[src/rtl/cpu_stage_sequencer_pkg.sv]
// Shared definitions for the CPU stage sequencer: state encodings (also used by
// the debugger to decode state_dbg) and default parameters.
package cpu_stage_sequencer_pkg;

   localparam int MEM_TIMEOUT_DEFAULT = 15;
   localparam int CNT_W_DEFAULT       = 32;

   typedef enum logic [2:0] {
      ST_RST    = 3'd0,
      ST_FETCH  = 3'd1,
      ST_READ   = 3'd2,
      ST_ACCESS = 3'd3,
      ST_WRITE  = 3'd4,
      ST_HALT   = 3'd5
   } state_t;

   // Stage strobes ordered {fetch, read, access_mem, write}.
   function automatic logic [3:0] stage_strobes(state_t s);
      logic [3:0] strb;
      strb = 4'b0000;
      case (s)
         ST_FETCH:  strb = 4'b1000;
         ST_READ:   strb = 4'b0100;
         ST_ACCESS: strb = 4'b0010;
         ST_WRITE:  strb = 4'b0001;
         default:   strb = 4'b0000;
      endcase
      return strb;
   endfunction

endpackage

[src/rtl/cpu_stage_sequencer_if.sv]
// Control/debug bundle between the stage sequencer, the debugger and the datapath.
interface cpu_stage_sequencer_if #(
   parameter int CNT_W = 32
);
   logic             mem_rd;
   logic             mem_wr;
   logic             mem_ready;
   logic             halt_req;
   logic             step;
   logic             fetch;
   logic             read;
   logic             access_mem;
   logic             write;
   logic             pc_we;
   logic             halted;
   logic             mem_err;
   logic [CNT_W-1:0] retired;
   logic [2:0]       state_dbg;

   modport master (
      output mem_rd, mem_wr, mem_ready, halt_req, step,
      input  fetch, read, access_mem, write, pc_we, halted, mem_err, retired, state_dbg
   );

   modport slave (
      input  mem_rd, mem_wr, mem_ready, halt_req, step,
      output fetch, read, access_mem, write, pc_we, halted, mem_err, retired, state_dbg
   );
endinterface

[src/rtl/cpu_stage_sequencer_retire.sv]
// Retired-instruction counter: wraps modulo 2^CNT_W, synchronous clear wins over increment.
module cpu_retire_counter #(
   parameter int CNT_W = 32
) (
   input  logic             clk,
   input  logic             clr,
   input  logic             inc,
   output logic [CNT_W-1:0] count
);

   logic [CNT_W-1:0] count_q;
   logic [CNT_W-1:0] count_d;

   always_comb begin
      count_d = count_q;
      if (inc) count_d = count_q + {{(CNT_W-1){1'b0}}, 1'b1};
   end

   always_ff @(posedge clk) begin
      if (clr) count_q <= '0;
      else     count_q <= count_d;
   end

   assign count = count_q;

endmodule

[src/rtl/cpu_stage_sequencer.sv]
// Multicycle stage sequencer with memory wait states, access timeout,
// debugger halt/single-step and a retired-instruction counter.
//
// state  | meaning
// RST    | held in reset, all strobes low
// FETCH  | instruction fetch strobe
// READ   | register-read strobe
// ACCESS | execute / data-memory access, may wait on mem_ready
// WRITE  | writeback, PC load, instruction retires
// HALT   | stopped for the debugger or after a memory timeout
module cpu_stage_sequencer
   import cpu_stage_sequencer_pkg::*;
#(
   parameter int MEM_TIMEOUT = MEM_TIMEOUT_DEFAULT,
   parameter int CNT_W       = CNT_W_DEFAULT
) (
   input  logic                  clk,
   input  logic                  nreset,
   cpu_stage_sequencer_if.slave  bus
);

   localparam logic [7:0] TIMEOUT_W = 8'(MEM_TIMEOUT);

   state_t      state_q, state_d;
   logic [7:0]  wait_q, wait_d;
   logic [7:0]  wait_inc;
   logic        mem_err_q, mem_err_d;
   logic        step_flag_q, step_flag_d;
   logic [3:0]  strb_q, strb_d;
   logic        pc_we_q, pc_we_d;
   logic        halted_q, halted_d;
   logic        mem_op;
   logic        retire_inc;
   logic [CNT_W-1:0] retired;

   assign mem_op   = bus.mem_rd | bus.mem_wr;
   assign wait_inc = wait_q + 8'd1;

   always_comb begin
      state_d     = state_q;
      wait_d      = wait_q;
      mem_err_d   = mem_err_q;
      step_flag_d = step_flag_q;
      case (state_q)
         ST_RST:   state_d = ST_FETCH;
         ST_FETCH: state_d = ST_READ;
         ST_READ: begin
            state_d = ST_ACCESS;
            wait_d  = '0;
         end
         ST_ACCESS: begin
            if (!mem_op || bus.mem_ready) begin
               state_d = ST_WRITE;
            end else if (wait_inc == TIMEOUT_W) begin
               // Timed-out access is abandoned: no writeback, nothing retires.
               state_d     = ST_HALT;
               mem_err_d   = 1'b1;
               step_flag_d = 1'b0;
               wait_d      = wait_inc;
            end else begin
               wait_d = wait_inc;
            end
         end
         ST_WRITE: begin
            state_d     = (bus.halt_req || step_flag_q) ? ST_HALT : ST_FETCH;
            step_flag_d = 1'b0;
         end
         ST_HALT: begin
            if (bus.step) begin
               state_d     = ST_FETCH;
               step_flag_d = 1'b1;
            end else if (!bus.halt_req && !mem_err_q) begin
               state_d = ST_FETCH;
            end
         end
         default: state_d = ST_RST;
      endcase
   end

   // Outputs are registered from the next state so they line up with state_q.
   always_comb begin
      strb_d     = stage_strobes(state_d);
      pc_we_d    = (state_d == ST_WRITE);
      halted_d   = (state_d == ST_HALT);
      retire_inc = (state_d == ST_WRITE);
   end

   always_ff @(posedge clk) begin
      if (nreset) begin
         state_q     <= ST_RST;
         wait_q      <= '0;
         mem_err_q   <= 1'b0;
         step_flag_q <= 1'b0;
         strb_q      <= '0;
         pc_we_q     <= 1'b0;
         halted_q    <= 1'b0;
      end else begin
         state_q     <= state_d;
         wait_q      <= wait_d;
         mem_err_q   <= mem_err_d;
         step_flag_q <= step_flag_d;
         strb_q      <= strb_d;
         pc_we_q     <= pc_we_d;
         halted_q    <= halted_d;
      end
   end

   cpu_retire_counter #(.CNT_W(CNT_W)) u_retire (
      .clk   (clk),
      .clr   (nreset),
      .inc   (retire_inc),
      .count (retired)
   );

   assign bus.fetch      = strb_q[3];
   assign bus.read       = strb_q[2];
   assign bus.access_mem = strb_q[1];
   assign bus.write      = strb_q[0];
   assign bus.pc_we      = pc_we_q;
   assign bus.halted     = halted_q;
   assign bus.mem_err    = mem_err_q;
   assign bus.retired    = retired;
   assign bus.state_dbg  = 3'(state_q);

endmodule

[src/flat_wrapper.sv]
// flat-port wrapper written by rule: the top's interface ports become plain ports
module cpu_stage_sequencer_flat import cpu_stage_sequencer_pkg::*;
#(
   parameter int MEM_TIMEOUT = MEM_TIMEOUT_DEFAULT,
   parameter int CNT_W       = CNT_W_DEFAULT
)
  (clk, nreset, bus_mem_rd, bus_mem_wr, bus_mem_ready, bus_halt_req, bus_step, bus_fetch, bus_read, bus_access_mem, bus_write, bus_pc_we, bus_halted, bus_mem_err, bus_retired, bus_state_dbg);
  cpu_stage_sequencer_if #(.CNT_W(CNT_W)) bus_i ();
  input  logic clk;
  input  logic nreset;
  input wire logic [$bits(bus_i.mem_rd)-1:0] bus_mem_rd;
  input wire logic [$bits(bus_i.mem_wr)-1:0] bus_mem_wr;
  input wire logic [$bits(bus_i.mem_ready)-1:0] bus_mem_ready;
  input wire logic [$bits(bus_i.halt_req)-1:0] bus_halt_req;
  input wire logic [$bits(bus_i.step)-1:0] bus_step;
  output wire logic [$bits(bus_i.fetch)-1:0] bus_fetch;
  output wire logic [$bits(bus_i.read)-1:0] bus_read;
  output wire logic [$bits(bus_i.access_mem)-1:0] bus_access_mem;
  output wire logic [$bits(bus_i.write)-1:0] bus_write;
  output wire logic [$bits(bus_i.pc_we)-1:0] bus_pc_we;
  output wire logic [$bits(bus_i.halted)-1:0] bus_halted;
  output wire logic [$bits(bus_i.mem_err)-1:0] bus_mem_err;
  output wire logic [$bits(bus_i.retired)-1:0] bus_retired;
  output wire logic [$bits(bus_i.state_dbg)-1:0] bus_state_dbg;
  assign bus_i.mem_rd = bus_mem_rd;
  assign bus_i.mem_wr = bus_mem_wr;
  assign bus_i.mem_ready = bus_mem_ready;
  assign bus_i.halt_req = bus_halt_req;
  assign bus_i.step = bus_step;
  assign bus_fetch = bus_i.fetch;
  assign bus_read = bus_i.read;
  assign bus_access_mem = bus_i.access_mem;
  assign bus_write = bus_i.write;
  assign bus_pc_we = bus_i.pc_we;
  assign bus_halted = bus_i.halted;
  assign bus_mem_err = bus_i.mem_err;
  assign bus_retired = bus_i.retired;
  assign bus_state_dbg = bus_i.state_dbg;
  cpu_stage_sequencer #(.MEM_TIMEOUT(MEM_TIMEOUT), .CNT_W(CNT_W)) u_core (.clk(clk), .nreset(nreset), .bus(bus_i));
endmodule
[config.mk]
export PLATFORM = sky130hd
export DESIGN_NAME = cpu_stage_sequencer_flat
export DESIGN_NICKNAME = d
export VERILOG_FILES = /design/src/rtl/cpu_stage_sequencer_pkg.sv /design/src/rtl/cpu_stage_sequencer_if.sv /design/src/rtl/cpu_stage_sequencer_retire.sv /design/src/rtl/cpu_stage_sequencer.sv /design/src/flat_wrapper.sv
export SDC_FILE = /design/constraint.sdc
export NUM_CORES = 1
export LEC_CHECK = 0
export BUFFER_PORTS_ARGS = -buffer_cell sky130_fd_sc_hd__buf_2
export CORE_MARGIN = 2
export CORE_UTILIZATION = 35
export CTS_CLUSTER_DIAMETER = 120
export DETAILED_ROUTE_END_ITERATION = 7
export MAX_ROUTING_LAYER = met4
export PLACE_DENSITY = 0.59
export SLEW_MARGIN = 5
export SYNTH_ARGS = -nofsm -noshare
export SYNTH_HDL_FRONTEND = slang
export SYNTH_SLANG_ARGS = --single-unit
[constraint.sdc]
create_clock -name clk -period 2.32 [get_ports clk]
set_input_delay 0.348 -clock clk [delete_from_list [all_inputs] [get_ports clk]]
set_output_delay 0.348 -clock clk [all_outputs]
set_load 0.01 [all_outputs]
==> flow_summary.html <==
<table>
<tr><th>Metric</th><th>Value</th></tr>
<tr><th colspan="2">CTS</th></tr>
<tr><td>Hold-fix buffers at CTS</td><td>0</td></tr>
<tr><td>Gates resized, CTS repair</td><td>0</td></tr>
<tr><td>Number of buffers created by CTS</td><td>5</td></tr>
<tr><td>Clk slew on worst S/H paths</td><td>0.09 ns</td></tr>
<tr><td>Count of H-tree levels built during CTS</td><td>2</td></tr>
<tr><td>Clock tree from TritonCTS</td><td>yes</td></tr>
<tr><td>Clock latency reported for the late side of the worst-skew pair</td><td>0.30 ns</td></tr>
<tr><td>TritonCTS Sinks</td><td>51</td></tr>
<tr><td>Postcts setup bufs</td><td>0</td></tr>
<tr><td>Maximum clock insertion buffer count</td><td>2</td></tr>
<tr><td>Clk root buf</td><td>sky130_fd_sc_hd__clkbuf_8</td></tr>
<tr><th colspan="2">Drt</th></tr>
<tr><td>First-pass DRT Iterations</td><td>4</td></tr>
<tr><td>Via density per instance</td><td>~5</td></tr>
<tr><td>Total wire length</td><td>roughly 5.8 mm</td></tr>
<tr><td>Vias post-DR</td><td>between 2k and 2.5k</td></tr>
<tr><td>Iteration-0 DRC Markers</td><td>slightly below 90</td></tr>
<tr><td>Count of nets left with antenna violations after detail routing</td><td>0</td></tr>
<tr><td>Remaining DRCs</td><td>0</td></tr>
<tr><td>Routed length per placed instance</td><td>13.3 um</td></tr>
<tr><th colspan="2">Placement</th></tr>
<tr><td>Total cell area at the placement stage</td><td>between 2000 and 3000 um2</td></tr>
<tr><td>Worst setup timing slack at the placement stage</td><td>0.265 ns</td></tr>
<tr><td>Number of buffers inserted by port buffering</td><td>48</td></tr>
<tr><td>Cell count after placement</td><td>427</td></tr>
<tr><td>Hpwl dp</td><td>4.19 mm</td></tr>
<tr><td>Gp weighted congestion</td><td>about 0.81</td></tr>
<tr><th colspan="2">Floorplan</th></tr>
<tr><td>Starting density of the core</td><td>36.4%</td></tr>
<tr><td>Die area</td><td>roughly 7800 um2</td></tr>
<tr><td>CORE AREA</td><td>6830 um2</td></tr>
<tr><td>Num rows</td><td>30</td></tr>
<tr><td>Die Height</td><td>88.3 um</td></tr>
<tr><td>Boundary Pins</td><td>49</td></tr>
<tr><td>DIE WIDTH</td><td>88.3 um</td></tr>
<tr><th colspan="2">Critical path</th></tr>
<tr><td>Arrival @ worst endpoint</td><td>between 2 and 2.5 ns</td></tr>
<tr><td>Required @ worst endpoint</td><td>2.55 ns</td></tr>
<tr><td>R2R Path Start</td><td>u_core.bus.state_dbg[0]</td></tr>
<tr><td>Crit end category</td><td>register</td></tr>
<tr><td>CP startpoint kind</td><td>register</td></tr>
<tr><td>Crit path max fanout</td><td>13</td></tr>
<tr><td>Cells along the critical path</td><td>and2b_4, nand2_4, a2111o_1, or3_1, a21oi_1</td></tr>
<tr><td>Slowest library cell on the worst path</td><td>sky130_fd_sc_hd__dfxtp_1</td></tr>
<tr><td>Type of the setup path with the least slack</td><td>register to register</td></tr>
<tr><td>Setup crit start</td><td>u_core.bus.state_dbg[0]</td></tr>
<tr><td>Highest cell delay on the worst timing path</td><td>0.60 ns</td></tr>
<tr><th colspan="2">Timing</th></tr>
<tr><td>Number of setup violations in the final report</td><td>0</td></tr>
<tr><td>Max-slew violation count</td><td>0</td></tr>
<tr><td>Setup ws final</td><td>0.287 ns</td></tr>
<tr><td>Setup repair after global routing missed its margin</td><td>no</td></tr>
<tr><td>Timing-limited maximum frequency</td><td>492 MHz</td></tr>
<tr><td>Hold Vio Cnt, Final</td><td>0</td></tr>
<tr><td>Worst Hold Slack</td><td>0.467 ns</td></tr>
<tr><td>Final worst clock skew</td><td>between 0.008 and 0.009 ns</td></tr>
<tr><td>Final min period</td><td>around 2 ns</td></tr>
<tr><td>Transition time of the tightest slew-check pin</td><td>0.730 ns</td></tr>
<tr><td>Slew margin rel.</td><td>50.0%</td></tr>
<tr><td>Final total negative setup slack</td><td>0 ns</td></tr>
<tr><td>Ratio of final minimum period to clock period</td><td>between 80 and 90%</td></tr>
<tr><th colspan="2">Synthesis</th></tr>
<tr><td>Sequential fraction of the synthesis area</td><td>41.1%</td></tr>
<tr><td>Mean instance size in the synthesized netlist</td><td>8.63 um2</td></tr>
<tr><td>Number of warnings printed during yosys synthesis</td><td>0</td></tr>
<tr><td>Leading register cell type out of synthesis</td><td>sky130_fd_sc_hd__dfxtp_1</td></tr>
<tr><td>Gate count after technology mapping</td><td>288</td></tr>
<tr><td>Share of flip-flops with an asynchronous set or reset after synthesis</td><td>0%</td></tr>
<tr><td>Syn Nets</td><td>298</td></tr>
<tr><td>Unique masters post-synth</td><td>51</td></tr>
<tr><td>Count of flip-flops with a built-in enable after synthesis</td><td>0</td></tr>
<tr><td>Post-Syn Area</td><td>2490 um2</td></tr>
<tr><td>Total of flip-flops plus latches after synthesis</td><td>between 50 and 60</td></tr>
<tr><th colspan="2">Global routing</th></tr>
<tr><td>Leftover overflow at the end of global routing</td><td>0</td></tr>
<tr><td>Vias in the first global route</td><td>2002</td></tr>
<tr><td>Global Route Usage Sum</td><td>about 16%</td></tr>
<tr><td>Initial antenna violation count</td><td>0</td></tr>
<tr><td>Global-route wire length before repair</td><td>9.63 mm</td></tr>
<tr><td>Pin count of the biggest net entering global routing</td><td>32</td></tr>
<tr><th colspan="2">Hold path</th></tr>
<tr><td>Min-Delay Path Class</td><td>input pin to register</td></tr>
<tr><td>Start point of the worst hold path</td><td>bus_halt_req</td></tr>
<tr><th colspan="2">Outcome</th></tr>
<tr><td>Run status</td><td>complete, no violations</td></tr>
<tr><th colspan="2">Pwr</th></tr>
<tr><td>Total design power</td><td>1.64 mW</td></tr>
<tr><td>Areal power density over the cells</td><td>557 nW/um2</td></tr>
<tr><td>P_leak</td><td>1.14 nW</td></tr>
<tr><td>Worst IR Drop VDD</td><td>0.000253 V</td></tr>
<tr><th colspan="2">Flow run</th></tr>
<tr><td>Max cap viols</td><td>0</td></tr>
<tr><th colspan="2">Final layout</th></tr>
<tr><td>Antenna diode count</td><td>0</td></tr>
<tr><td>Area growth syn-to-layout</td><td>18.2%</td></tr>
<tr><td>Filler cells</td><td>709</td></tr>
<tr><td>Post-route standard cell area excluding fillers</td><td>between 2000 and 3000 um2</td></tr>
<tr><td>Final core area utilization</td><td>a little over two fifths</td></tr>
<tr><td>Count of placed standard cells in the final layout, fillers left out</td><td>435</td></tr>
<tr><td>Share of layout cells above drive strength 1</td><td>21.8%</td></tr>
<tr><td>Layout Nets</td><td>348</td></tr>
</table>
[cells in the final DEF, fill, tap and decap left out, drive strengths merged, types with 4 or more instances in the layout]
master,n
nand3,13
xnor2,21
clkbuf,8
nand4,4
nand2,23
inv,9
nor4,7
buf,55
nor3,17
dfxtp,51
or3,6
nand3b,4
and4,7
nand4b,4
o21ai,11
a21oi,19
a21o,5
xor2,4
nor2,36
[worst paths after layout]
check	cells after the start	end	slack (ns)
min reg2reg	2	u_core.u_retire.count[31]	0.49
max reg2reg	5	u_core.u_retire.count[31]	0.29
max	5	u_core.u_retire.count[31]	0.29
min	4	u_core.strb_q[3]	0.47
[Yosys cell counts, types with 3 or more instances]
cell type,number,area [um2]
sky130_fd_sc_hd__and4_1,5,43.8
sky130_fd_sc_hd__o21ai_0,11,55.1
sky130_fd_sc_hd__a21o_1,5,37.5
sky130_fd_sc_hd__nor3_1,17,85.1
sky130_fd_sc_hd__xnor2_1,21,184
sky130_fd_sc_hd__nor4_1,6,37.5
sky130_fd_sc_hd__a211oi_1,3,22.5
sky130_fd_sc_hd__dfxtp_1,51,1020
sky130_fd_sc_hd__inv_1,9,33.8
sky130_fd_sc_hd__nand3b_1,3,22.5
sky130_fd_sc_hd__nand3_1,13,65.1
sky130_fd_sc_hd__nand2_1,22,82.6
sky130_fd_sc_hd__nor3b_1,3,22.5
sky130_fd_sc_hd__xor2_1,4,35.0
sky130_fd_sc_hd__nor2_1,36,135
sky130_fd_sc_hd__ha_1,3,37.5
sky130_fd_sc_hd__nand4b_1,4,35.0
sky130_fd_sc_hd__nand2b_1,3,18.8
sky130_fd_sc_hd__or3_1,6,37.5
sky130_fd_sc_hd__a21oi_1,19,95.1
sky130_fd_sc_hd__clkbuf_1,9,33.8
sky130_fd_sc_hd__a2111oi_0,3,26.3
[critical path: cells and delay by family, from the launching register on]
family | cells | cell delay [ns]
AOI/OAI and AO/OA | 2 | 0.67
and+or+nand+nor | 3 | 0.70
DFF | 1 | 0.60
[logic make-up after synthesis]
logic type      share of synthesized area (%)
compound gates                           13.2
xor+xnor                                 8.81
fa+ha+maj                                1.51
buf+inv                                  3.82
flops                                    41.1
mux                                     0.856
simple gates                             30.8
[registers in the layout, summed over array words and instances, names as in the netlist]
| signal | cells |
|---|---|
| u_core.bus.pc_we | 1 |
| u_core.wait_q | 8 |
| u_core.step_flag_q | 1 |
| u_core.strb_q | 4 |
| u_core.bus.state_dbg | 3 |
| u_core.bus.mem_err | 1 |
| u_core.u_retire.count | 32 |
| u_core.bus.halted | 1 |
[report_power, final]
group          switching (mW)  leakage [nW]  internal, mW
clock network           0.284        0.0515         0.273
registers              0.0218         0.412         0.894
logic                  0.0973         0.674        0.0670
total                   0.403          1.14          1.23
[cell type report]
type,instances,area (um2),area share [%]
repair buffers,55,293,9.97
inverters,9,33.8,1.15
well taps,96,120,4.09
multi-input cells,216,1370,46.6
clock buffers,8,100,3.41
flip-flops and latches,51,1020,34.8
[layer usage]
metal  up-vias  GRT usage, %  wire length [um]
li1       1121             -                 -
met1      1026          21.0              2820
met2        52          25.7              2680
met3         7          3.26               217
met4         0          3.72                54
met5         -             -                 0
(Power assumes the default switching activity.)
